==> src/rtl/uart_tx_arbiter.sv <==
// Round-robin arbiter sharing one byte-serial UART transmitter among NUM_REQ sources,
// with packet lock (grant held until a byte flagged last) and optional HOLD timeout.
module uart_tx_arbiter #(
   parameter int NUM_REQ      = 4,
   parameter int IDX_W        = 2,
   parameter int HOLD_TIMEOUT = 0,
   parameter int TO_W         = 16
) (
   input  logic                   clk,
   input  logic                   rst,
   input  logic [NUM_REQ-1:0]     i_req_valid,
   input  logic [8*NUM_REQ-1:0]   i_req_data,
   input  logic [NUM_REQ-1:0]     i_req_last,
   output logic [NUM_REQ-1:0]     o_req_ready,
   output logic                   o_tx_data_avail,
   output logic [7:0]             o_tx_data_byte,
   input  logic                   i_tx_active,
   input  logic                   i_tx_done,
   output logic [IDX_W-1:0]       o_grant_idx,
   output logic                   o_busy,
   output logic                   o_abort
);

   typedef enum logic [1:0] {
      ARB       = 2'd0,
      ISSUE     = 2'd1,
      WAIT_DONE = 2'd2,
      HOLD      = 2'd3
   } state_e;

   state_e               state_q, state_d;
   logic [IDX_W-1:0]     rr_ptr_q, rr_ptr_d;
   logic [IDX_W-1:0]     grant_q, grant_d;
   logic [7:0]           byte_q, byte_d;
   logic                 lock_q, lock_d;
   logic                 avail_q, avail_d;
   logic                 abort_q, abort_d;
   logic [TO_W-1:0]      to_cnt_q, to_cnt_d;
   logic [1:0]           rst_sync_q;
   logic                 rst_int_s;
   logic                 win_found_s;
   logic [IDX_W-1:0]     win_idx_s;
   logic                 take_s;
   logic [IDX_W-1:0]     sel_s;
   logic [NUM_REQ-1:0]   req_ready_s;

   function automatic logic [IDX_W-1:0] wrap_inc(input logic [IDX_W-1:0] idx);
      if (idx == IDX_W'(NUM_REQ - 1)) begin
         return '0;
      end else begin
         return idx + IDX_W'(1);
      end
   endfunction

   // Reset synchroniser: assertion is immediate, release follows two clock edges.
   always_ff @(posedge clk or posedge rst) begin
      if (rst) begin
         rst_sync_q <= 2'b11;
      end else begin
         rst_sync_q <= {rst_sync_q[0], 1'b0};
      end
   end

   assign rst_int_s = rst_sync_q[1];

   // Round-robin scan starting at the priority pointer.
   always_comb begin
      win_found_s = 1'b0;
      win_idx_s   = rr_ptr_q;
      for (int i = 0; i < NUM_REQ; i++) begin
         if (!win_found_s && i_req_valid[(int'(rr_ptr_q) + i) % NUM_REQ]) begin
            win_found_s = 1'b1;
            win_idx_s   = IDX_W'((int'(rr_ptr_q) + i) % NUM_REQ);
         end else begin
            win_found_s = win_found_s;
         end
      end
   end

   // Next-state, accept strobe and captured-byte selection.
   always_comb begin
      state_d     = state_q;
      rr_ptr_d    = rr_ptr_q;
      grant_d     = grant_q;
      byte_d      = byte_q;
      lock_d      = lock_q;
      to_cnt_d    = to_cnt_q;
      avail_d     = 1'b0;
      abort_d     = 1'b0;
      take_s      = 1'b0;
      sel_s       = grant_q;
      req_ready_s = '0;
      case (state_q)
         ARB: begin
            // A frame may still be running from before our reset; never overlap it.
            if (!i_tx_active && win_found_s) begin
               take_s = 1'b1;
               sel_s  = win_idx_s;
            end else begin
               take_s = 1'b0;
            end
         end
         ISSUE: begin
            state_d = WAIT_DONE;
         end
         WAIT_DONE: begin
            if (i_tx_done) begin
               if (lock_q) begin
                  state_d  = HOLD;
                  to_cnt_d = '0;
               end else begin
                  rr_ptr_d = wrap_inc(grant_q);
                  state_d  = ARB;
               end
            end else begin
               state_d = WAIT_DONE;
            end
         end
         HOLD: begin
            if (i_req_valid[grant_q]) begin
               to_cnt_d = '0;
               if (!i_tx_active) begin
                  take_s = 1'b1;
               end else begin
                  take_s = 1'b0;
               end
            end else if ((HOLD_TIMEOUT > 0) && (to_cnt_q == TO_W'(HOLD_TIMEOUT - 1))) begin
               abort_d  = 1'b1;
               lock_d   = 1'b0;
               rr_ptr_d = wrap_inc(grant_q);
               state_d  = ARB;
            end else begin
               to_cnt_d = to_cnt_q + TO_W'(1);
            end
         end
         default: begin
            state_d = ARB;
         end
      endcase
      if (take_s) begin
         req_ready_s[sel_s] = 1'b1;
         byte_d             = i_req_data[8*int'(sel_s) +: 8];
         lock_d             = ~i_req_last[sel_s];
         grant_d            = sel_s;
         avail_d            = 1'b1;
         state_d            = ISSUE;
      end else begin
         avail_d = 1'b0;
      end
   end

   // Controller state and registered outputs.
   always_ff @(posedge clk or posedge rst_int_s) begin
      if (rst_int_s) begin
         state_q  <= ARB;
         rr_ptr_q <= '0;
         grant_q  <= '0;
         byte_q   <= 8'h00;
         lock_q   <= 1'b0;
         avail_q  <= 1'b0;
         abort_q  <= 1'b0;
         to_cnt_q <= '0;
      end else begin
         state_q  <= state_d;
         rr_ptr_q <= rr_ptr_d;
         grant_q  <= grant_d;
         byte_q   <= byte_d;
         lock_q   <= lock_d;
         avail_q  <= avail_d;
         abort_q  <= abort_d;
         to_cnt_q <= to_cnt_d;
      end
   end

   assign o_req_ready     = req_ready_s & {NUM_REQ{~rst_int_s}};
   assign o_tx_data_avail = avail_q;
   assign o_tx_data_byte  = byte_q;
   assign o_grant_idx     = grant_q;
   assign o_busy          = (state_q != ARB);
   assign o_abort         = abort_q;

endmodule

==> config.mk <==
export PLATFORM = sky130hd
export DESIGN_NAME = uart_tx_arbiter
export DESIGN_NICKNAME = d
export VERILOG_FILES = /design/src/rtl/uart_tx_arbiter.sv
export SDC_FILE = /design/constraint.sdc
export NUM_CORES = 1
export LEC_CHECK = 0
export ABC_AREA = 1
export BUFFER_PORTS_ARGS = -buffer_cell sky130_fd_sc_hd__buf_2
export CORE_ASPECT_RATIO = 0.75
export CORE_MARGIN = 2
export CORE_UTILIZATION = 45
export DETAILED_ROUTE_END_ITERATION = 6
export GPL_TIMING_DRIVEN = 0
export PLACE_DENSITY = 0.7
export SETUP_SLACK_MARGIN = 0.5
export SLEW_MARGIN = 5
export SYNTH_ARGS = -nofsm -noshare
export SYNTH_HDL_FRONTEND = slang
export SYNTH_SLANG_ARGS = --single-unit
==> constraint.sdc <==
create_clock -name clk -period 5 [get_ports clk]
set_input_delay 1 -clock clk [delete_from_list [all_inputs] [get_ports clk]]
set_output_delay 1 -clock clk [all_outputs]
set_load 0.02 [all_outputs]
==> run_results.csv <==
group,metric,value,unit
drt,dr_wl_met3,201,µm
clock_tree,numCtsBuffers,3,
placed_design,place_hpwl,3.41,mm
drt,wl,4.19,mm
grt,grt_usage,20.9,%
worst_setup_path,endpoint,"o_req_ready[3]",
pwr,sequentialPowerShare,20.0,%
finish,syn_to_final_growth,24.8,%
worst_setup_path,rr_startpoint,"rr_ptr_q[1]",
finish,drive_above_1_share,32.0,%
sta,slew_viol_final,0,
worst_setup_path,ff2ff_path_depth,15,
sta,setup-tns-final,0,ns
yosys,synth_edf_count,0,
finish,num-nets-final,375,
sta,fin_crit_sh,73.8,%
sta,skew,0.00656,ns
yosys,synth.distinct_cells,26,
die,start_util,48.3,%
sta,fmax,0.271,GHz
yosys,synthTopCellsByCount,"nand2_1 (125), nand3_1 (26), inv_1 (19), nand2_2 (19), dfrtp_1 (16)",
clock_tree,clock_path_buffers,2,
clock_tree,htree_levels,1,
pwr,leakage,1.23,nW
yosys,synth-seq-cells,18,
sta,final.min_clock_period,3.69,ns
worst_setup_path,rrSetupSlack,2.84,ns
pwr,clkPwrFrac,9.2,%
pwr,power_density,615,mW/mm²
worst_setup_path,critPathArrivalTime,2.69,ns
placed_design,gp_congestion,0.801,
pwr,comb_power_share,70.8,%
drt,drt_iter0_drc,133,
finish,fin_area,0.00204,mm²
worst_setup_path,crit_path_start,"i_req_valid[2]",
worst_setup_path,cp_max_fo,10,
pwr,p_switching,0.671,mW
yosys,synth_area_leaders,"nand2_1 (29%), dfrtp_1 (25%), nand3_1 (8.0%), nand2_2 (7.3%), inv_1 (4.4%)",
yosys,syn_area,0.00163,mm²
sta,slew_headroom,59.5,%
drt,post_drt_wl_per_cell,11.5,µm
drt,route.met2.wl,1.85,mm
pwr,sw_frac_of_total,53.6,%
worst_setup_path,critPathKind,"input port to output pin",
drt,num_vias,1744,
worst_setup_path,cp_slowest_cell,"o21ai_2",
sta,setup_viol,0,
yosys,async_flop_share,100,%
clock_tree,cts_resized,0,
clock_tree,clk_pin_slew,0.07,ns
grt,grt_max_degree,18,
pwr,ir_drop,0.000354,V
drt,drc,0,
drt,drt-met1-wl,2.13,mm
yosys,yosys_warnings,0,
yosys,yosysMostFrequentCell,"nand2_1",
grt,grt_pass1_vias,1487,
yosys,synth_largest_area_cell,"nand2_1",
yosys,synth_cells,261,
die,die_w,73.5,µm
drt,ant_nets,0,
die,core,0.00338,mm²
die,fp-row-count,18,
yosys,syn_area_per_cell,6.25,µm²
flow_run,maxCapViolCount,0,
clock_tree,cts_hold_buf,0,
finish,utilization,60.3,%
die,die_area,0.00413,mm²
clock_tree,cts_tree,"built",
drt,vias_per_cell,4.78,
worst_setup_path,crit_path_max_incr_delay,0.25,ns
worst_setup_path,crit_buf_inv,4,
drt,top_layer_used,"met4",
worst_setup_path,required,4.00,ns
clock_tree,clockRootBuffer,"clkbuf_8",
finish,antenna_cells,0,
sta,finalHoldViolCount,0,
grt,grt_overflow,0,
worst_setup_path,critical_path.endpoint_type,"output pin",
run_status,status,"finished, final reports clean",
clock_tree,insertion_delay,0.25,ns
drt,drtPass1Iterations,4,
die,io_pins,61,
yosys,synth_seq_area_share,27.8,%
die,die-height,56.1,µm
worst_setup_path,cp-start-kind,"input port",
grt,grt_pass1_wl,6.92,mm
worst_setup_path,critPathTopFamily,"simple AND/OR/NAND/NOR gates",
clock_tree,postCtsSetupBuffers,0,
pwr,cellInternalPower,0.580,mW
sta,rsz0062_at_grt,"no",
min_path,hold_class,"flip-flop to async pin",
grt,antenna_found_initial,0,
placed_design,dpl_cell_area,0.00198,mm²
worst_setup_path,worstReg2RegEnd,"o_tx_data_byte[1]",
sta,worst_pin_slew,0.606,ns
yosys,synth_top_area_share,28.8,%
worst_setup_path,path_depth,12,
yosys,synth_flop_cell,"dfrtp_1",
placed_design,io_buffer_count,59,
clock_tree,clkSinkCount,18,
worst_setup_path,cp_cell_sequence,"buf_2, nand2_1, nand3_1, nand2_2, nand3_4, o21ai_2, nand2_4, nand2_4, buf_6, inv_1, nor3_1, buf_2",
## metrics by stage
step	hold WS [ns]	worst slack [ns]	total power, mW	cells
final	0.324	1.31	1.25	365
after CTS	0.354	1.32	1.26	365
after detailed placement	0.351	1.32	1.14	361
after global routing	0.372	1.15	1.39	365
after global placement	0.341	1.36	1.13	361
after floorplan	0.267	1.53	0.923	262
## power by group through the flow
stage          logic [mW]  clock network, mW  registers (mW)
4_1_cts             0.888              0.118           0.251
3_5_place_dp        0.885                  0           0.253
2_1_floorplan       0.636                  0           0.287
5_1_grt              1.00              0.125           0.258
3_3_place_gp        0.882                  0           0.249
6_report            0.886              0.115           0.250
## cell families after synthesis
family / Yosys count / share of synthesized area [%]
simple gates: 192 / 53.8
buf+inv: 31 / 9.74
flops: 18 / 27.8
compound gates: 14 / 4.60
fa+ha+maj: 5 / 3.83
other cells: 1 / 0.230
## routing by layer
layer	up-vias	track usage (%)
met5	-	0
met4	0	3.12
met3	2	2.17
met2	46	31.0
met1	761	32.8
li1	935	-
## worst min path at each step
stage | startpoint | slack (ns) | cells after the start | endpoint
CTS | rst_sync_q[1] | 0.35 | 1 | state_q[0]
detailed placement | rst_sync_q[1] | 0.35 | 1 | o_tx_data_byte[6]
global route | rst_sync_q[0] | 0.37 | 0 | rst_sync_q[1]
floorplan | rst_sync_q[1] | 0.27 | 1 | lock_q
finish | rst_sync_q[1] | 0.32 | 1 | state_q[0]
global placement | rst_sync_q[1] | 0.34 | 1 | o_grant_idx[1]
## cell type report
cell class / count / area (µm²)
well taps: 40 / 50.0
plain buffers: 10 / 80.1
repair buffers: 59 / 295
fillers: 336 / 1340
multi-input cells: 213 / 1020
clock buffers: 4 / 55.1
flip-flops and latches: 18 / 453
inverters: 21 / 78.8
## sequential cells by signal, summed over array words and instances, names as in the netlist
| name | count |
|---|---|
| o_grant_idx | 2 |
| o_tx_data_byte | 8 |
| rr_ptr_q | 2 |
| state_q | 2 |
| lock_q | 1 |
| rst_sync_q | 2 |
| o_tx_data_avail | 1 |
## cells in the final DEF, fill, tap and decap left out
cell / n
nand2_1: 125
buf_2: 63
nand3_1: 26
inv_1: 19
nand2_2: 19
dfrtp_1: 16
o21ai_0: 10
nor2_1: 7
ha_1: 5
nor3_1: 4
clkbuf_8: 4
nand2_4: 3
buf_4: 3
inv_2: 2
buf_6: 2
nand3_4: 2
nand3b_1: 2
a21oi_1: 2
conb_1: 2
dfstp_2: 2
nor2_2: 1
nor2_4: 1
nand4_1: 1
o21ai_2: 1
buf_8: 1
or2_0: 1
a31oi_1: 1
Note: power is estimated with default switching activity, not from simulation.
